## config.mk

```make
export PLATFORM = sky130hd
export DESIGN_NAME = gate_count_latch
export DESIGN_NICKNAME = d
export VERILOG_FILES = /design/src/rtl/gate_count_latch_pkg.sv /design/src/rtl/gate_count_latch_bcd_digit_cnt.sv /design/src/rtl/gate_count_latch.sv
export SDC_FILE = /design/constraint.sdc
export NUM_CORES = 1
export LEC_CHECK = 0
export ABC_AREA = 1
export BUFFER_PORTS_ARGS = -buffer_cell sky130_fd_sc_hd__buf_2
export CAP_MARGIN = 30
export CORE_UTILIZATION = 52
export CTS_BUF_LIST = sky130_fd_sc_hd__clkbuf_16
export CTS_CLUSTER_SIZE = 8
export DETAILED_ROUTE_END_ITERATION = 7
export PLACE_DENSITY = 0.73
export SLEW_MARGIN = 30
export SYNTH_ARGS = -nofsm -noshare
export SYNTH_HDL_FRONTEND = slang
export SYNTH_SLANG_ARGS = --single-unit
```

## constraint.sdc

```tcl
create_clock -name CP -period 4.5 [get_ports CP]
set_clock_uncertainty 0.15 [all_clocks]
set_input_delay 1.125 -clock CP [delete_from_list [all_inputs] [get_ports CP]]
set_output_delay 1.125 -clock CP [all_outputs]
set_load 0.005 [all_outputs]
```

## src/rtl/gate_count_latch_pkg.sv

```systemverilog
// Shared types and constants for the gate/count/latch stage of the frequency meter.
package gate_count_latch_pkg;

  typedef enum logic [1:0] {
    WAIT_LOW = 2'd0,
    ARMED    = 2'd1,
    COUNT    = 2'd2,
    LATCH    = 2'd3
  } gcl_state_e;

  localparam logic [3:0] BCD_MAX_DIGIT = 4'd9;

  localparam logic MODE_FREQ   = 1'b0;
  localparam logic MODE_PERIOD = 1'b1;

endpackage

```

## src/rtl/gate_count_latch_bcd_digit_cnt.sv

```systemverilog
// One BCD digit of the window counter; digits are chained through carry_in/carry_out.
module bcd_digit_cnt
  import gate_count_latch_pkg::*;
(
  input  logic       CP,
  input  logic       clr,
  input  logic       inc,
  input  logic       carry_in,
  output logic [3:0] q,
  output logic       carry_out,
  output logic       at_max
);

  assign at_max    = (q == BCD_MAX_DIGIT);
  // A clearing cycle must not ripple old 9s upward, so the chain is cut here.
  assign carry_out = carry_in & at_max & ~clr;

  always_ff @(posedge CP) begin
    if (clr)
      q <= {3'b000, inc & carry_in};
    else if (inc & carry_in)
      q <= at_max ? 4'd0 : q + 4'd1;
  end

endmodule

```

## src/rtl/gate_count_latch.sv

```systemverilog
// Gate/count/latch: BCD-counts source edges while the synchronised gate is high and latches on gate fall.
// Optional auto-range request pulses are built only with GATE_COUNT_AUTO_RANGE_EN defined.
module gate_count_latch
  import gate_count_latch_pkg::*;
#(
  parameter int DIGITS      = 4,
  parameter int SYNC_STAGES = 2
)(
  input  logic                  CP,
  input  logic                  Rst,
  input  logic                  Enable,
  input  logic                  CPx,
  input  logic                  Ref_CP,
  input  logic                  measure_mode,
  input  logic                  range_change,
  output logic [4*DIGITS-1:0]   Count_Data,
  output logic                  Data_Valid,
  output logic                  Overflow,
  output logic                  Busy,
  output logic                  range_up,
  output logic                  range_down
);

  // Synchronisers keep shifting through reset so they hold real input levels on release.
  logic [SYNC_STAGES-1:0] en_sync, cpx_sync, ref_sync, mm_sync, rc_sync;
  logic                   en_d, cpx_d, ref_d, mm_d;

  always_ff @(posedge CP) begin
    en_sync  <= {en_sync[SYNC_STAGES-2:0],  Enable};
    cpx_sync <= {cpx_sync[SYNC_STAGES-2:0], CPx};
    ref_sync <= {ref_sync[SYNC_STAGES-2:0], Ref_CP};
    mm_sync  <= {mm_sync[SYNC_STAGES-2:0],  measure_mode};
    rc_sync  <= {rc_sync[SYNC_STAGES-2:0],  range_change};
    en_d     <= en_sync[SYNC_STAGES-1];
    cpx_d    <= cpx_sync[SYNC_STAGES-1];
    ref_d    <= ref_sync[SYNC_STAGES-1];
    mm_d     <= mm_sync[SYNC_STAGES-1];
  end

  logic en_s, mm_s, rc_s, src_s, src_d;
  logic gate_rise, gate_fall, src_rise, abort;

  assign en_s      = en_sync[SYNC_STAGES-1];
  assign mm_s      = mm_sync[SYNC_STAGES-1];
  assign rc_s      = rc_sync[SYNC_STAGES-1];
  assign src_s     = (mm_s == MODE_FREQ) ? cpx_sync[SYNC_STAGES-1] : ref_sync[SYNC_STAGES-1];
  assign src_d     = (mm_s == MODE_FREQ) ? cpx_d : ref_d;
  assign src_rise  = src_s & ~src_d;
  assign gate_rise = en_s & ~en_d;
  assign gate_fall = ~en_s & en_d;
  assign abort     = (mm_s != mm_d) | ~rc_s;

  gcl_state_e state, state_nx;

  always_ff @(posedge CP) begin
    if (Rst) state <= WAIT_LOW;
    else     state <= state_nx;
  end

  // Abort wins over every transition, including a gate fall in the same cycle.
  always_comb begin
    state_nx = state;
    if (abort)
      state_nx = WAIT_LOW;
    else begin
      unique case (state)
        WAIT_LOW: if (!en_s)     state_nx = ARMED;
        ARMED:    if (gate_rise) state_nx = COUNT;
        COUNT:    if (gate_fall) state_nx = LATCH;
        LATCH:                   state_nx = ARMED;
        default:                 state_nx = WAIT_LOW;
      endcase
    end
  end

  logic win_start, cnt_edge, latch_go;

  always_comb begin
    Busy      = (state == COUNT);
    win_start = (state == ARMED) & gate_rise & ~abort & ~Rst;
    cnt_edge  = src_rise & ~abort & ~Rst & (win_start | (state == COUNT));
    latch_go  = (state == LATCH) & ~abort;
  end

  logic [DIGITS-1:0][3:0] cnt;
  logic [DIGITS:0]        carry;
  logic [DIGITS-1:0]      at_max;
  logic                   clr, inc, sat, ovf;

  assign carry[0] = 1'b1;
  assign sat      = &at_max;
  assign clr      = Rst | abort | win_start;
  // A start edge loads 1 even if the stale counter sits at all-9s.
  assign inc      = cnt_edge & (win_start | ~sat);

  for (genvar g = 0; g < DIGITS; g++) begin : g_digit
    bcd_digit_cnt u_digit (
      .CP        (CP),
      .clr       (clr),
      .inc       (inc),
      .carry_in  (carry[g]),
      .q         (cnt[g]),
      .carry_out (carry[g+1]),
      .at_max    (at_max[g])
    );
  end

  always_ff @(posedge CP) begin
    if (clr)                          ovf <= 1'b0;
    else if (cnt_edge & carry[DIGITS]) ovf <= 1'b1;
  end

  always_ff @(posedge CP) begin
    if (Rst) begin
      Count_Data <= '0;
      Overflow   <= 1'b0;
      Data_Valid <= 1'b0;
    end else begin
      Data_Valid <= latch_go;
      if (latch_go) begin
        Count_Data <= cnt;
        Overflow   <= ovf;
      end
    end
  end

`ifdef GATE_COUNT_AUTO_RANGE_EN
  always_ff @(posedge CP) begin
    if (Rst) begin
      range_up   <= 1'b0;
      range_down <= 1'b0;
    end else begin
      range_up   <= latch_go & ovf;
      range_down <= latch_go & ~ovf & (cnt[DIGITS-1] == 4'd0);
    end
  end
`else
  assign range_up   = 1'b0;
  assign range_down = 1'b0;
`endif

endmodule

```

After elaboration in Yosys (flattened, before gate mapping)
Cells that the tools add are included.
- equality and inequality tests: 11
- reduce and logical (&&, ||, !) cells: 8
- div/mod/pow operators: 0
- multipliers: 0
- shift-type cells: 0
- $lt $le $gt $ge: 0
- add/sub/neg operators: 4
- multiplexer cells: 18
- bitwise operators: 35
- operators by type and width (cell ; number):
    $and 1x1->1 ; 22
    $add 4x1->4 const B ; 4
    $eq 4x4->1 const B ; 4
    $mux 4 ; 4
    $mux 1 ; 10
    $not 1->1 ; 8
    $pmux 2 s4 ; 1
    $reduce_bool 2->1 ; 4
    $mux 2 ; 3
    $or 1x1->1 ; 5
    $eq 2x2->1 const B ; 2
    $ne 2x2->1 const B ; 2
    $reduce_and 4->1 ; 1
    $reduce_and 3->1 ; 1
    $eq 2x1->1 const B ; 1
    $logic_not 2->1 ; 1
    $ne 2x1->1 const B ; 1
    $reduce_or 2->1 ; 1
    $ne 1x1->1 ; 1
- bits in latches: 0
- memories: 0
- RAM bits: 0
- input bits: 7
- word-level logic and storage cells: 98
- memory bits (read-only): 0
- output and inout port bits: 21
- bits in registers: 51

Depth between registers and ports, before layout
- word-level depth: 15
- mapped depth: 12
- mapped depth without buffers: 12

Modules after synthesis
A second synthesis with hierarchy kept.
- cell total of the unflattened synthesis: 274
- area, all modules: 2183.3 um2
- by module, submodules not included (module ; instances ; seq. area each (um2) ; area an instance (um2) ; cells an instance):
    gate_count_latch ; 1 ; 700.7 ; 1297.5 ; 146
    bcd_digit_cnt ; 4 ; 90.1 ; 221.5 ; 32

Worst setup path after synthesis
OpenSTA, ideal clock, no wires.
- path kind: in2reg
- start point: in Rst
- end point: reg g_digit[3].u_digit.q[0], enable pin
- setup time: 310 ps
- buffers on the path: 0
- path slack: 2143 ps
- stages on the path: 5
- arrival: 1897 ps
- required time: 4040 ps
- cells stage by stage: inv_1 nand3_2 nor2_2 nand4_1 o21ai_0
- longest elaborated chain between the ends: 11
- elaborated cells between the ends (all ways): 17
- those cells by class: bitwise (16); reduce/logical (1)
- ends and longest elaborated chain (what ; line ; RTL):
    start: declaration ; gate_count_latch.sv:10 ; input logic Rst,
    $not 1->1 ; gate_count_latch.sv:80, gate_count_latch.sv:81 ;
    $and 1x1->1 ; gate_count_latch.sv:80 ; win_start = (state == ARMED) & gate_rise & ~abort & ~Rst;
    $or 1x1->1 ; gate_count_latch.sv:92 ; assign clr = Rst | abort | win_start;
    $not 1->1 ; gate_count_latch_bcd_digit_cnt.sv:16 ; assign carry_out = carry_in & at_max & ~clr;
    $and 1x1->1 (5 in series) ; gate_count_latch_bcd_digit_cnt.sv:16 ;
    $and 1x1->1 ; gate_count_latch_bcd_digit_cnt.sv:21 ; else if (inc & carry_in)
    $reduce_bool 2->1 (no source line) (*) ; - ;
    end signal: assignment ; gate_count_latch_bcd_digit_cnt.sv:20 ; q <= {3'b000, inc & carry_in};
    end signal: assignment ; gate_count_latch_bcd_digit_cnt.sv:22 ; q <= at_max ? 4'd0 : q + 4'd1;
    end: declaration ; gate_count_latch_bcd_digit_cnt.sv:9 ; output logic [3:0] q,
Mark *: on every way between the ends. The rest lies on a longest branch, timed or not.
A chain may end at the register's enable or synchronous reset.

Worst setup path after layout
Ends and elaborated chain as after synthesis.

==> run_summary.xml <==
<?xml version="1.0" encoding="UTF-8"?>
<metrics>
  <group name="logic_synthesis">
    <metric name="number_of_flops_mapped_to_enable_cells_by_yosys" unit="">4</metric>
    <metric name="asyncSetResetFlopFracSynth" unit="%">0</metric>
    <metric name="syn_area_per_cell" unit="µm²">7.91</metric>
    <metric name="post_synthesis_cell_area" unit="mm²">0.00218</metric>
    <metric name="synth_seq_area_share" unit="%">48.8</metric>
    <metric name="ffs_latches_synth" unit="">51</metric>
    <metric name="ys_dominant_reg_cell" unit="">dfxtp_1</metric>
    <metric name="ys_types" unit="">29</metric>
    <metric name="yosysWarningCount" unit="">0</metric>
    <metric name="post_synth_inst_count" unit="">275</metric>
  </group>
  <group name="timing">
    <metric name="setup_repair_after_global_routing_missed_its_margin" unit="">false</metric>
    <metric name="actual_transition_at_the_worst_max_transition_pin" unit="ns">0.600</metric>
    <metric name="timing.fmax" unit="GHz">0.373</metric>
    <metric name="hold_slack" unit="ns">0.177</metric>
    <metric name="worst_slew_margin_rel" unit="%">59.9</metric>
    <metric name="fin_crit" unit="ns">2.68</metric>
    <metric name="finalSetupTns" unit="ns">0</metric>
    <metric name="worst_slack" unit="ns">1.82</metric>
    <metric name="final-max-slew-violation-count" unit="">0</metric>
    <metric name="setup_violations" unit="">0</metric>
    <metric name="timing_hold_violations_final" unit="">0</metric>
    <metric name="period_share" unit="%">59.6</metric>
  </group>
  <group name="clock_tree">
    <metric name="clock_tree.root_cell" unit="">clkbuf_16</metric>
    <metric name="num_cts_buffers" unit="">5</metric>
    <metric name="clk_latency" unit="ns">0.29</metric>
    <metric name="cts_tree" unit="">yes</metric>
    <metric name="clock_path_buffers" unit="">2</metric>
    <metric name="post_cts_hold_buffer_count" unit="">0</metric>
    <metric name="postCtsResizedCells" unit="">0</metric>
    <metric name="tritoncts_num_sinks" unit="">51</metric>
    <metric name="ctsHtreeMaxLevel" unit="">2</metric>
    <metric name="post-cts-setup-buffer-count" unit="">0</metric>
    <metric name="clk_pin_slew_worst_paths" unit="ns">0.06</metric>
  </group>
  <group name="status">
    <metric name="status" unit="">completed</metric>
  </group>
  <group name="global_routing">
    <metric name="groute.usage.overall" unit="%">19.6</metric>
    <metric name="number_of_antenna_violations_at_the_first_check_in_global_routing" unit="">0</metric>
    <metric name="grt_pass1_vias" unit="">1458</metric>
    <metric name="grt_max_degree" unit="">36</metric>
    <metric name="grt_pass1_wl" unit="µm">6440</metric>
    <metric name="grt_overflow" unit="">0</metric>
  </group>
  <group name="floorplan">
    <metric name="design.core.area" unit="mm²">0.00400</metric>
    <metric name="die_height" unit="µm">66.7</metric>
    <metric name="io_pins" unit="">28</metric>
    <metric name="initial_cell_density_of_the_core" unit="%">54.4</metric>
    <metric name="dieArea" unit="mm²">0.00445</metric>
    <metric name="fp-row-count" unit="">23</metric>
    <metric name="chipWidth" unit="µm">66.7</metric>
  </group>
  <group name="place">
    <metric name="placement.io_buffers" unit="">25</metric>
    <metric name="dpl.cell_count" unit="">343</metric>
    <metric name="post-dp-hpwl" unit="µm">2760</metric>
    <metric name="placement.setup.worst_slack" unit="ns">1.60</metric>
    <metric name="gp_routability_congestion" unit="">0.851</metric>
  </group>
  <group name="worst_hold_path">
    <metric name="min-delay-path-class" unit="">reg -&gt; reg</metric>
  </group>
  <group name="final_layout">
    <metric name="post_layout_cell_count" unit="">351</metric>
    <metric name="area.growth.synth_to_final" unit="%">14.4</metric>
    <metric name="number_of_antenna_repair_diodes" unit="">0</metric>
    <metric name="fillers" unit="">357</metric>
    <metric name="seq_area" unit="mm²">0.00106</metric>
    <metric name="design.final.nets" unit="">311</metric>
    <metric name="fraction_of_final_layout_cells_sized_beyond_drive_strength_1" unit="%">20.3</metric>
    <metric name="multiInputGateArea" unit="µm²">887</metric>
  </group>
  <group name="pwr">
    <metric name="leakage" unit="nW">1.04</metric>
    <metric name="pwr_density_cell" unit="mW/mm²">366</metric>
    <metric name="ir_worst_vdd" unit="V">0.000209</metric>
    <metric name="p_clk_share" unit="%">44.2</metric>
    <metric name="power.switching" unit="µW">192</metric>
    <metric name="power.internal" unit="µW">719</metric>
    <metric name="fraction_of_power_consumed_by_sequential_logic" unit="%">52.3</metric>
    <metric name="power.switching_fraction" unit="%">21.1</metric>
    <metric name="power.combinational.fraction" unit="%">3.5</metric>
  </group>
  <group name="route">
    <metric name="drt-pass1-iter-count" unit="">4</metric>
    <metric name="totalWireLength" unit="µm">3880</metric>
    <metric name="drt_first_iter_violations" unit="">124</metric>
    <metric name="vias_per_cell" unit="">4.94</metric>
    <metric name="detailroute.via_count" unit="">1735</metric>
    <metric name="drc" unit="">0</metric>
    <metric name="wl_per_cell" unit="µm">11.0</metric>
    <metric name="antenna_violating_nets_post_route" unit="">0</metric>
  </group>
  <group name="worst_setup_path">
    <metric name="cp-endpoint" unit="">g_digit[3].u_digit.q[0]$_DFFE_PP_</metric>
    <metric name="path_class" unit="">in -&gt; reg</metric>
    <metric name="critPathLaunchType" unit="">input pin</metric>
    <metric name="regToRegEndpoint" unit="">g_digit[1].u_digit.q[0]$_DFFE_PP_</metric>
    <metric name="crit_fanout" unit="">18</metric>
    <metric name="worst_r2r_startpoint" unit="">mm_sync[1]$_DFF_P_</metric>
    <metric name="worst-endpoint-required" unit="ns">4.32</metric>
    <metric name="critPathCaptureType" unit="">register</metric>
    <metric name="crit_start" unit="">Rst</metric>
    <metric name="r2r_cells" unit="">8</metric>
    <metric name="setup.reg_to_reg.worst_slack" unit="ns">2.41</metric>
    <metric name="crit_arrival" unit="ns">2.51</metric>
  </group>
  <group name="run">
    <metric name="drv.max_cap_violation_count" unit="">0</metric>
  </group>
</metrics>
-- metrics by stage --
stage               instance area [µm²]  power, mW  util [%]
floorplan                          2180      0.510         -
global placement                   2320      0.517      58.0
detailed placement                 2330      0.519      58.1
CTS                                2490      0.923      62.2
global route                       2490      0.949      62.2
finish                             2490      0.910      62.2
-- placed cells by master, fill, tap and decap left out, types with 4 or more instances in the layout --
| master | instances |
|---|---|
| dfxtp_1 | 47 |
| inv_1 | 42 |
| nand2_1 | 42 |
| o21ai_0 | 33 |
| a21oi_1 | 28 |
| buf_2 | 25 |
| nor2_1 | 15 |
| nand3_1 | 11 |
| inv_2 | 7 |
| nor2_2 | 7 |
| clkbuf_16 | 6 |
| ha_1 | 4 |
| edfxtp_1 | 4 |
-- cell type report --
cell class / instances / share of cell area [%]
flip-flops and latches: 51 / 42.6
multi-input cells: 167 / 35.6
inverters: 50 / 7.64
clock buffers: 6 / 6.03
repair buffers: 25 / 5.03
well taps: 50 / 2.51
clock inverters: 2 / 0.553
-- cell families after synthesis --
logic type,after synthesis,synth area share [%]
compound gates,69,17.0
buf+inv,58,10.9
simple gates,90,20.1
xor+xnor,2,0.805
other cells,1,0.172
fa+ha+maj,4,2.30
flops,51,48.8
-- how the worst min path moves through the flow --
stage / to / cells past startpoint / from / slack [ns]
detailed placement: mm_sync[1]$_DFF_P_ / 0 / mm_sync[0]$_DFF_P_ / 0.16
finish: mm_sync[1]$_DFF_P_ / 0 / mm_sync[0]$_DFF_P_ / 0.18
global route: mm_sync[1]$_DFF_P_ / 0 / mm_sync[0]$_DFF_P_ / 0.18
CTS: mm_sync[1]$_DFF_P_ / 0 / mm_sync[0]$_DFF_P_ / 0.18
floorplan: cpx_sync[1]$_DFF_P_ / 0 / cpx_sync[0]$_DFF_P_ / 0.16
global placement: rc_sync[1]$_DFF_P_ / 0 / rc_sync[0]$_DFF_P_ / 0.16
-- power by group through the flow --
stage	combinational [mW]	clock, mW	sequential, mW
floorplan	0.0255	0	0.484
finish	0.0322	0.402	0.476
detailed placement	0.0321	0	0.487
CTS	0.0324	0.415	0.476
global route	0.0373	0.434	0.477
global placement	0.0313	0	0.486
-- layer usage --
metal,track usage [%],wire length [µm]
met1,25.7,1910
met2,29.4,1700
met3,5.99,204
met4,8.24,66
met5,0,0
-- cell usage after synthesis (2+ instances only) --
cell type | n | area (µm²)
dfxtp_1 | 47 | 941
inv_1 | 42 | 158
nand2_1 | 42 | 158
o21ai_0 | 33 | 165
a21oi_1 | 28 | 140
nor2_1 | 15 | 56.3
nand3_1 | 12 | 60.1
inv_2 | 7 | 26.3
nor2_2 | 7 | 43.8
clkbuf_1 | 4 | 15.0
edfxtp_1 | 4 | 120
ha_1 | 4 | 50.1
a21oi_2 | 3 | 26.3
nand4_1 | 3 | 18.8
nor2_4 | 3 | 33.8
o21bai_1 | 3 | 22.5
buf_4 | 2 | 15.0
nand2_2 | 2 | 12.5
nand2_4 | 2 | 22.5
nand3_2 | 2 | 20.0
xor2_1 | 2 | 17.5
-- registers in the layout, summed over array words and instances (netlist names), 2 cells and up --
name / count
mm_sync: 2
rc_sync: 2
en_sync: 2
Count_Data: 16
ref_sync: 2
cpx_sync: 2
g_digit.u_digit.q: 16
state: 2
-- worst max-delay path, cell delays in order --
cell,delay [ns]
buf_2,0.12
inv_1,0.33
nand3_2,0.17
nor2_2,0.26
nand4_1,0.22
o21ai_0,0.28
No activity file was read; power rests on OpenSTA's default activity.
